[config.mk]
export PLATFORM = sky130hd
export DESIGN_NAME = uart_tx_frame
export DESIGN_NICKNAME = d
export VERILOG_FILES = /design/src/rtl/uart_pkg.sv /design/src/rtl/uart_parity_gen.sv /design/src/rtl/uart_tx_frame.sv
export SDC_FILE = /design/constraint.sdc
export NUM_CORES = 1
export LEC_CHECK = 0
export ABC_AREA = 1
export BUFFER_PORTS_ARGS = -buffer_cell sky130_fd_sc_hd__buf_2
export CORE_MARGIN = 2
export CORE_UTILIZATION = 45
export CTS_CLUSTER_SIZE = 40
export DETAILED_ROUTE_END_ITERATION = 7
export GPL_ROUTABILITY_DRIVEN = 0
export GPL_TIMING_DRIVEN = 1
export HOLD_SLACK_MARGIN = 0.15
export PLACE_DENSITY = 0.67
export SLEW_MARGIN = 5
export SYNTH_ARGS = -nofsm -noshare
export SYNTH_HDL_FRONTEND = slang
export SYNTH_HIERARCHICAL = 1
export SYNTH_SLANG_ARGS = --single-unit
[constraint.sdc]
create_clock -name clock -period 1.75 [get_ports clock]
set_clock_uncertainty 0.1 [all_clocks]
set_input_delay 0.175 -clock clock [delete_from_list [all_inputs] [get_ports clock]]
set_output_delay 0.175 -clock clock [all_outputs]
set_load 0.02 [all_outputs]
[src/rtl/uart_pkg.sv]
// Shared UART definitions for the TX and RX framing paths: FSM state
// encoding, parity_type codes and the default payload width.
package uart_pkg;

   localparam int unsigned UART_DATA_WIDTH = 8;

   // Framing FSM states
   typedef enum logic [2:0] {
      ST_IDLE   = 3'd0,
      ST_LOAD   = 3'd1,
      ST_START  = 3'd2,
      ST_DATA   = 3'd3,
      ST_PARITY = 3'd4,
      ST_STOP   = 3'd5
   } uart_state_e;

   // parity_type codes; 2'b11 is treated as no parity
   localparam logic [1:0] PAR_NONE = 2'b00;
   localparam logic [1:0] PAR_ODD  = 2'b01;
   localparam logic [1:0] PAR_EVEN = 2'b10;

   // True when the code selects a parity bit in the frame
   function automatic logic parity_enabled(input logic [1:0] parity_type);
      return (parity_type == PAR_ODD) || (parity_type == PAR_EVEN);
   endfunction

endpackage : uart_pkg

[src/rtl/uart_parity_gen.sv]
// Combinational parity bit for a data word; shared by the TX and RX paths.
// Odd parity makes the total count of ones (data + parity) odd, even parity
// makes it even; the no-parity codes return 0.
module uart_parity_gen
   import uart_pkg::*;
#(
   parameter int unsigned DATA_WIDTH = UART_DATA_WIDTH
) (
   input  logic [DATA_WIDTH-1:0] data,
   input  logic [1:0]            parity_type,
   output logic                  parity_bit_c
);

   // Parity selection by code
   always_comb begin
      parity_bit_c = 1'b0;
      case (parity_type)
         PAR_ODD:  parity_bit_c = ~(^data);
         PAR_EVEN: parity_bit_c = ^data;
         default:  parity_bit_c = 1'b0;
      endcase
   end

endmodule : uart_parity_gen

[src/rtl/uart_tx_frame.sv]
// UART transmit framing stage: start + data (LSB first) + optional parity +
// stop, with bit boundaries advanced only on baud_tick.
// Build option: UART_TX_TWO_STOP_EN selects two stop bits instead of one.
module uart_tx_frame
   import uart_pkg::*;
#(
   parameter int unsigned DATA_WIDTH = UART_DATA_WIDTH
) (
   input  logic                  clock,
   input  logic                  reset,
   input  logic                  baud_tick,
   input  logic                  send,
   input  logic [DATA_WIDTH-1:0] data_in,
   input  logic [1:0]            parity_type,
   output logic                  data_tx,
   output logic                  active,
   output logic                  done
);

   localparam int unsigned      CNT_W    = $clog2(DATA_WIDTH);
   localparam logic [CNT_W-1:0] LAST_BIT = CNT_W'(DATA_WIDTH - 1);

   uart_state_e           state_q,   state_d;
   logic [DATA_WIDTH-1:0] shift_q,   shift_d;
   logic [CNT_W-1:0]      cnt_q,     cnt_d;
   logic                  par_bit_q, par_bit_d;
   logic                  par_en_q,  par_en_d;
   logic                  data_tx_q, data_tx_d;
   logic                  active_q,  active_d;
   logic                  done_q,    done_d;
`ifdef UART_TX_TWO_STOP_EN
   logic                  stop2_q,   stop2_d;
`endif

   logic                  par_bit_c;

   // Parity computed from the live input word; captured only on acceptance
   uart_parity_gen #(
      .DATA_WIDTH   (DATA_WIDTH)
   ) u_parity_gen (
      .data         (data_in),
      .parity_type  (parity_type),
      .parity_bit_c (par_bit_c)
   );

   // Next-state and next-output logic; data_tx_d is the line level for the
   // state being entered so the pin changes on the same edge as the state
   always_comb begin
      state_d   = state_q;
      shift_d   = shift_q;
      cnt_d     = cnt_q;
      par_bit_d = par_bit_q;
      par_en_d  = par_en_q;
      data_tx_d = data_tx_q;
      active_d  = active_q;
      done_d    = 1'b0;
`ifdef UART_TX_TWO_STOP_EN
      stop2_d   = stop2_q;
`endif

      case (state_q)
         ST_IDLE: begin
            data_tx_d = 1'b1;
            if (send) begin
               shift_d   = data_in;
               par_bit_d = par_bit_c;
               par_en_d  = parity_enabled(parity_type);
               cnt_d     = '0;
               active_d  = 1'b1;
               state_d   = ST_LOAD;
            end
         end

         // Wait for a tick so the start bit spans a full bit period
         ST_LOAD: begin
            if (baud_tick) begin
               data_tx_d = 1'b0;
               state_d   = ST_START;
            end
         end

         ST_START: begin
            if (baud_tick) begin
               cnt_d     = '0;
               data_tx_d = shift_q[0];
               state_d   = ST_DATA;
            end
         end

         ST_DATA: begin
            if (baud_tick) begin
               shift_d = shift_q >> 1;
               cnt_d   = cnt_q + CNT_W'(1);
               if (cnt_q == LAST_BIT) begin
                  if (par_en_q) begin
                     data_tx_d = par_bit_q;
                     state_d   = ST_PARITY;
                  end else begin
                     data_tx_d = 1'b1;
                     state_d   = ST_STOP;
                  end
               end else begin
                  data_tx_d = shift_q[1];
               end
            end
         end

         ST_PARITY: begin
            if (baud_tick) begin
               data_tx_d = 1'b1;
               state_d   = ST_STOP;
            end
         end

         ST_STOP: begin
            if (baud_tick) begin
`ifdef UART_TX_TWO_STOP_EN
               if (!stop2_q) begin
                  stop2_d = 1'b1;
               end else begin
                  stop2_d   = 1'b0;
                  data_tx_d = 1'b1;
                  active_d  = 1'b0;
                  done_d    = 1'b1;
                  state_d   = ST_IDLE;
               end
`else
               data_tx_d = 1'b1;
               active_d  = 1'b0;
               done_d    = 1'b1;
               state_d   = ST_IDLE;
`endif
            end
         end

         default: begin
            data_tx_d = 1'b1;
            active_d  = 1'b0;
            state_d   = ST_IDLE;
         end
      endcase
   end

   // State and output registers with synchronous reset
   always_ff @(posedge clock) begin
      if (reset) begin
         state_q   <= ST_IDLE;
         shift_q   <= '0;
         cnt_q     <= '0;
         par_bit_q <= 1'b0;
         par_en_q  <= 1'b0;
         data_tx_q <= 1'b1;
         active_q  <= 1'b0;
         done_q    <= 1'b0;
`ifdef UART_TX_TWO_STOP_EN
         stop2_q   <= 1'b0;
`endif
      end else begin
         state_q   <= state_d;
         shift_q   <= shift_d;
         cnt_q     <= cnt_d;
         par_bit_q <= par_bit_d;
         par_en_q  <= par_en_d;
         data_tx_q <= data_tx_d;
         active_q  <= active_d;
         done_q    <= done_d;
`ifdef UART_TX_TWO_STOP_EN
         stop2_q   <= stop2_d;
`endif
      end
   end

   assign data_tx = data_tx_q;
   assign active  = active_q;
   assign done    = done_q;

endmodule : uart_tx_frame

==> flow_metrics.tcl <==
set metrics [dict create \
    synth.lib_cells_used.distinct 23 \
    synth_xor_area_share_pct 0.724 \
    timing.setup.tns_ns 0 \
    clock_tree_root_buffer_cell "clkbuf_4" \
    clkTransAtPathRegs_ns 0.11 \
    synth_warnings 6 \
    finalPower_mw 1.73 \
    cts_buffers 3 \
    synth_compound_gate_area_share_pct 6.83 \
    internal-power_mw 0.960 \
    mappedNetlistNets 220 \
    syn_area_um2 1210 \
    worstPathMaxFanout 2 \
    dr_total_vias 1258 \
    slew_headroom_pct 70.7 \
    ys_ff_latch 19 \
    drive_above_1_share_pct 14.4 \
    netSwitchingFraction_pct 44.5 \
    power.share.clock_pct 13.1 \
    maxCapViolCount 0 \
    avgViaCountPerCell 4.86 \
    core-area_um2 2520 \
    net-switching-power_mw 0.771 \
    worst-slew-pin-transition_ns 0.440 \
    power.share.combinational_pct 46.7 \
    yosys-mux-area-fraction_pct 0 \
    most-common-layout-cells "91 x nand2_1, 31 x nor2_1, 19 x dfxtp_1, 16 x inv_1, 16 x buf_2" \
    required_ns 1.89 \
    synth-simple-area-share_pct 51.0 \
    synth_top_family_by_area "simple AND/OR/NAND/NOR gates" \
    clk_path_buf_depth 2 \
    final_core_util_pct 55.8 \
    die_h_um 55.9 \
    drt_pass1_iterations 4 \
    status "complete, no violations" \
    timing.critical_path.from_type "primary input" \
    static-leakage-power_nw 0.764 \
    postRouteAntennaNets 0 \
    grt_first_pass_wirelength_um 4710 \
    globalRouteOverflowTotal 0 \
    finalNetCount 246 \
    antenna_found_initial 0 \
    grt_start_max_net_pins 17 \
    postRouteWirelength_um 2580 \
    placement_rows 18 \
    report.final.slew_viol_count 0 \
    worst-endpoint-arrival_ns 1.64 \
    place_hpwl_um 1970 \
    initial_core_util_pct 48.0 \
    critPathCaptureType "flop" \
    antenna_cells 0 \
    num_io_pins 17 \
    fmaxAchievable_mhz 666 \
    final_worst_path_cycle_share_pct 85.8 \
    floorplan.die_area_um2 3120 \
    worstHoldPathType "in -> reg" \
    timing_worst_setup_path_type "in -> reg" \
    cts_sink_count 19 \
    fillCellCount 273 \
    final-setup-viol-count 0 \
    grt_pass1_vias 1158 \
    syn_inst 204 \
    die_span_x_um 55.9 \
    post_synth.cell_area_avg_um2 5.93 \
    drc_viols 0 \
    area_growth_syn_to_layout_pct 16.2 \
    iteration_0_drc_markers 38 \
    rsz0062_at_grt "false" \
    report.final.hold_viol_count 0 \
    power.density_cell_area_nw_per_um2 1230 \
    tritoncts "yes" \
    routedWlPerCell_um 9.94 \
    cts.htree.levels 1 \
    worst_vdd_rail_ir_drop_mv 0.726 \
    place.port_buffers 16 \
    insertion_delay_of_the_later_clocked_pin_in_the_worst_skew_pair_ns 0.30 \
    synth-seq-area-share_pct 31.4 \
    power.sequential.fraction_pct 40.2 \
    min_tclk_post_route_ns 1.50 \
    grt_use_total_pct 18.5 \
    most_common_cell_after_layout_fill_and_taps_aside "nand2_1" \
    synth_fa_ha_area_share_pct 2.07 \
]
power groups by stage:
stage                     Combinational (mW)  Sequential [mW]  Clock [mW]
after floorplan                        0.651            0.686           0
after global placement                 0.775            0.701           0
after detailed placement               0.796            0.706           0
after CTS                              0.812            0.695       0.233
after global routing                   0.944            0.716       0.248
final                                  0.808            0.695       0.227
cell families (layout without fill, tap and decap cells):
| logic type | count (synthesis) | in the layout |
|---|---|---|
| buffers and inverters | 22 | 47 |
| AOI/OAI and AO/OA | 16 | 16 |
| adders and majority gates | 2 | 2 |
| DFF | 19 | 19 |
| xor gates and xnor gates | 1 | 1 |
| and+or+nand+nor | 144 | 144 |
final cells by class:
class / count / area (um2) / area share [%]
multi-input combinational: 163 / 733 / 52.1
sequential: 19 / 380 / 27.0
timing repair buffer: 24 / 158 / 11.2
inverter: 19 / 71.3 / 5.07
tap: 30 / 37.5 / 2.67
clock buffer: 4 / 26.3 / 1.87
registers in the layout, indices dropped and copies added (netlist names):
signal     cells
par_en_q       1
state_q        3
par_bit_q      1
data_tx        1
active         1
shift_q        8
cnt_q          3
done           1
per-stage QoR:
stage                     setup slack, ns  hold WS (ns)  cells  instance area, um2
after global placement              0.362         0.300    248                1310
after CTS                           0.279         0.151    259                1410
after floorplan                     0.463         0.144    204                1210
after detailed placement            0.301         0.303    248                1310
final                               0.249         0.151    259                1410
after global routing               0.0854         0.183    259                1410
critical path: stages:
cell           delay (ns)
dlygate4sd3_1        0.53
buf_2                0.13
xnor2_1              0.11
dlygate4sd3_1        0.56
a21oi_1              0.13
path summary, 6_finish.rpt:
kind	startpoint	to	slack, ns	cells after the start
max	parity_type[0]	par_en_q	0.25	5
min	data_in[2]	shift_q[2]	0.15	5
max reg2reg	state_q[0]	shift_q[6]	0.28	7
min reg2reg	active	active	0.36	2
cell usage after synthesis:
library cell	number	share of area [%]
dfxtp_1	19	31
nor2_2	1	0.52
buf_4	1	0.62
nand2_1	91	28
buf_1	1	0.31
nand4_1	1	0.52
o21ai_0	10	4.1
nand3_1	8	3.3
nand3b_1	1	0.62
nand2_2	3	1.6
ha_1	2	2.1
or2_0	1	0.52
nor2_4	2	1.9
inv_1	16	5.0
inv_2	3	0.93
nor2_1	31	9.6
nor3_1	1	0.41
nand3_2	3	2.5
a21oi_1	5	2.1
nor3_4	1	1.3
clkbuf_8	1	1.1
o211ai_1	1	0.62
xnor2_1	1	0.72
what timing repair did:
| item | CTS | global route |
|---|---|---|
| hold buffers | 7 | 0 |
| setup buffers | 0 | 0 |
| endpoints found under the setup margin | 0 | 0 |
| gates resized for setup | 0 | 0 |
| hold endpoints to repair | 6 | 0 |
metal layers:
metal | vias up | part of all wire [%] | global-route usage, % | wire length, um
met4 | 0 | 1.5 | 8.16 | 39
met3 | 4 | 2.2 | 2.09 | 57
li1 | 681 | - | - | -
met1 | 555 | 48 | 22.1 | 1240
met5 | - | 0 | 0 | 0
met2 | 18 | 48 | 33.0 | 1240
Power figures use the tool's default switching activity.
